$ cat config.mk
export PLATFORM = sky130hd
export DESIGN_NAME = ttl_374_bank_sync
export DESIGN_NICKNAME = d
export VERILOG_FILES = /design/src/rtl/ttl_374_bank_sync.sv
export SDC_FILE = /design/constraint.sdc
export NUM_CORES = 1
export LEC_CHECK = 0
export ABC_CLOCK_PERIOD_IN_PS = 1800
export BUFFER_PORTS_ARGS = -buffer_cell sky130_fd_sc_hd__buf_2
export CORE_MARGIN = 3
export CORE_UTILIZATION = 30
export CTS_CLUSTER_SIZE = 8
export DETAILED_ROUTE_END_ITERATION = 16
export MAX_ROUTING_LAYER = met4
export PLACE_DENSITY_LB_ADDON = 0.3
export SYNTH_ARGS = -nofsm -noshare
export SYNTH_HDL_FRONTEND = slang
export SYNTH_SLANG_ARGS = --single-unit
$ cat constraint.sdc
create_clock -name Clk -period 1.8 [get_ports Clk]
set_input_delay 0.27 -clock Clk [delete_from_list [all_inputs] [get_ports Clk]]
set_output_delay 0.27 -clock Clk [all_outputs]
set_load 0.005 [all_outputs]
$ cat src/rtl/ttl_374_bank_sync.sv
// Bank of CHANNELS independent WIDTH-bit 74LS374/373-style register chains of DEPTH stages,
// clocked by a strobe sampled on Clk; Q is combinational from OCn, strobe marks each chain shift.
module ttl_374_bank_sync #(
  parameter int              WIDTH     = 8,
  parameter int              CHANNELS  = 1,
  parameter int              DEPTH     = 1,
  parameter int              MODE      = 0,
  parameter int              EDGE      = 0,
  parameter logic [WIDTH-1:0] RESET_VAL = '0,
  parameter logic [WIDTH-1:0] OFF_VAL   = '1
) (
  input  logic                      Clk,
  input  logic                      RESET,
  input  logic [CHANNELS-1:0]       Cen,
  input  logic [CHANNELS-1:0]       OCn,
  input  logic [CHANNELS*WIDTH-1:0] D,
  output logic [CHANNELS*WIDTH-1:0] Q,
  output logic [CHANNELS-1:0]       strobe
);

  localparam logic EDGE_L = (EDGE != 0);

  if (DEPTH < 1) begin : g_bad_depth
    $error("ttl_374_bank_sync: DEPTH must be >= 1");
  end

  for (genvar c = 0; c < CHANNELS; c++) begin : g_ch
    logic [WIDTH-1:0] stg [DEPTH];
    logic             last_act;
    logic             act;
    logic             open_e;
    logic             close_e;
    logic             strb;

    assign act     = Cen[c] ^ EDGE_L;
    assign open_e  = act & ~last_act;
    assign close_e = ~act & last_act;

    // last_act resets to the active level so a strobe held active through release is not an edge
    always_ff @(posedge Clk or posedge RESET) begin
      if (RESET) begin
        last_act <= 1'b1;
        strb     <= 1'b0;
      end else begin
        last_act <= act;
        strb     <= (MODE == 0) ? open_e : close_e;
      end
    end

    if (MODE == 0) begin : g_374
      always_ff @(posedge Clk or posedge RESET) begin
        if (RESET) begin
          for (int k = 0; k < DEPTH; k++) stg[k] <= RESET_VAL;
        end else if (open_e) begin
          stg[0] <= D[c*WIDTH +: WIDTH];
          for (int k = 1; k < DEPTH; k++) stg[k] <= stg[k-1];
        end
      end
    end else begin : g_373
      // Stage 0 is the transparent latch; downstream stages advance only when it closes
      always_ff @(posedge Clk or posedge RESET) begin
        if (RESET) begin
          for (int k = 0; k < DEPTH; k++) stg[k] <= RESET_VAL;
        end else begin
          if (act) stg[0] <= D[c*WIDTH +: WIDTH];
          if (close_e) begin
            for (int k = 1; k < DEPTH; k++) stg[k] <= stg[k-1];
          end
        end
      end
    end

    assign strobe[c]             = strb;
    assign Q[c*WIDTH +: WIDTH]   = OCn[c] ? OFF_VAL : stg[DEPTH-1];
  end

endmodule

==> results_dict.tcl <==
set metrics [dict create \
    cts_resized 0 \
    clk_pin_slew_ns 0.07 \
    crit_arrival_ns 1.06 \
    max-slew-margin-rel_pct 75.6 \
    maxSlewViolCount 0 \
    yosysTopAreaCellShare_pct 49.0 \
    drive_gt1_share_pct 79.2 \
    die_h_um 45.1 \
    ys_seq_area_share_pct 54.8 \
    fin_crit_sh_pct 73.9 \
    ys_top_cells_by_area "dfrtp_1 (49%), mux2_4 (26%), or2_2 (11%)" \
    required_ns 1.53 \
    clock_latency_ns 0.27 \
    hold_viol 0 \
    period_minus_slack_ns 1.33 \
    maxCapViolCount 0 \
    ant_nets 0 \
    synthCells 29 \
    syn-cell-area_um2 459 \
    ios 21 \
    drt-initial-drc-count 2 \
    vias_per_cell 4.25 \
    grtUsageTotal_pct 9.70 \
    rsz0062_at_grt "no" \
    htreeDepth 1 \
    core-area_um2 1370 \
    ys_seq_elements 10 \
    hold_path.class "primary input to register" \
    grt_max_degree 11 \
    drt-pass1-iter-count 2 \
    outcome "complete, no violations" \
    tightestPinTransition_ns 0.365 \
    p_leak_nw 0.308 \
    root_buffer "clkbuf_4" \
    setup_tns_ns 0 \
    synth_cell_types 7 \
    num_rows 13 \
    fp.dieW_um 45.1 \
    diodes 0 \
    grt_pass1_wl_um 1250 \
    avgSynthCellArea_um2 15.8 \
    initial_core_util_pct 33.6 \
    design.die.area_um2 2040 \
    reg2reg_slack_ns 0.66 \
    gp_congestion 0.633 \
    yosysWarnings 0 \
    antenna_found_initial 0 \
    clock_sinks 10 \
    critPathKind "register to output pin" \
    nNetsFinal 66 \
    cts_max_path_buffers 2 \
    start_kind "register" \
    areaGrowthSynthToFinish_pct 31.6 \
    synthesis.nets 41 \
    cts_tree "done" \
    drc 0 \
    grt_overflow 0 \
    grt_pass1_vias 295 \
    routed_wl_um 782 \
    whs_ns 0.114 \
    setup.worst_path.end_class "output pin" \
    fin_skew_ns 0.00752 \
    cts_buffers 3 \
    port_buffers 20 \
    crit_fanout 2 \
    finalSetupViolCount 0 \
    vdd_drop_max_v 0.000564 \
    synth_top_cell_by_area "dfrtp_1" \
    routedWlPerCell_um 11.5 \
    power_mw 0.574 \
    p_per_area_nw_per_um2 950 \
    fmax_ghz 0.752 \
    num_vias 289 \
]
## final timing paths
path | from | end | cells past startpoint
worst max-delay path | g_ch[0].stg[2]$_DFFE_PP0P_ | Q[2] | 2
worst min-delay path | Cen | g_ch[0].last_act$_DFF_PP1_ | 1
worst max register to register | g_ch[0].last_act$_DFF_PP1_ | g_ch[0].stg[7]$_DFFE_PP0P_ | 2
worst min register to register | g_ch[0].stg[7]$_DFFE_PP0P_ | g_ch[0].stg[7]$_DFFE_PP0P_ | 1
max in group asynchronous | RESET | g_ch[0].last_act$_DFF_PP1_ | 3
min in group asynchronous | RESET | g_ch[0].stg[0]$_DFFE_PP0P_ | 3
## Yosys cell counts
cell type and count:
mux2_4 8, dfstp_2 1, dfrtp_1 9, buf_12 1, inv_1 1, or2_2 8
nor2b_4 1
## placed cells by master (no fill, tap or decap)
master	instances
clkbuf_8	1
dlygate4sd3_1	1
dfrtp_1	9
clkbuf_4	3
or2_2	8
inv_1	1
mux2_4	8
dfstp_2	1
nor2b_4	1
buf_2	20
## state kept, by name (all words and copies together) (netlist names)
signal         flops
g_ch.last_act      1
strobe             1
g_ch.stg           8
## power by group
| group | total, mW | internal (mW) | switching [mW] |
|---|---|---|---|
| combinational | 0.105 | 0.0722 | 0.0330 |
| clock | 0.201 | 0.123 | 0.0784 |
| sequential | 0.268 | 0.254 | 0.0137 |
| total | 0.574 | 0.449 | 0.125 |
## area by class of cell
cell class,instances,area [um^2]
Clock buffer,4,36.3
Fill cell,147,762
Inverter,1,3.75
Multi-Input combinational cell,17,184
Sequential cell,10,251
Tap cell,15,18.8
Timing Repair Buffer,21,110
## critical path, cell delays in order, from the launching register on
cell and delay, ns:
dfrtp_1 0.38, or2_2 0.28, buf_2 0.13
## kinds of logic (layout without fill, tap and decap cells)
kind of cell / Yosys count / after routing / synth area share [%]
buffers and inverters: 2 / 26 / 5.18
DFF: 10 / 10 / 54.8
muxes: 8 / 8 / 26.2
and+or+nand+nor: 9 / 9 / 13.9
## metal layers
metal  global-route usage [%]  up-vias  share of wire (%)
met5                        -        -                  0
met4                     5.26        0                1.3
met3                     7.17        2                 14
met2                     12.7       16                 41
met1                     10.5      127                 44
li1                         -      144                  -
## metrics by stage
stage	utilization (%)	instances	cell area (um^2)	setup WS [ns]
global placement	40.8	63	558	0.662
floorplan	-	29	459	0.702
CTS	44.2	68	604	0.455
detailed placement	40.8	63	558	0.631
global route	44.2	68	604	0.420
finish	44.2	68	604	0.471
## repair_timing
action,CTS,global route
buffers inserted,0,0
hold buffers,1,0
hold endpoints to repair,9,0
Power figures use the tool's default switching activity.
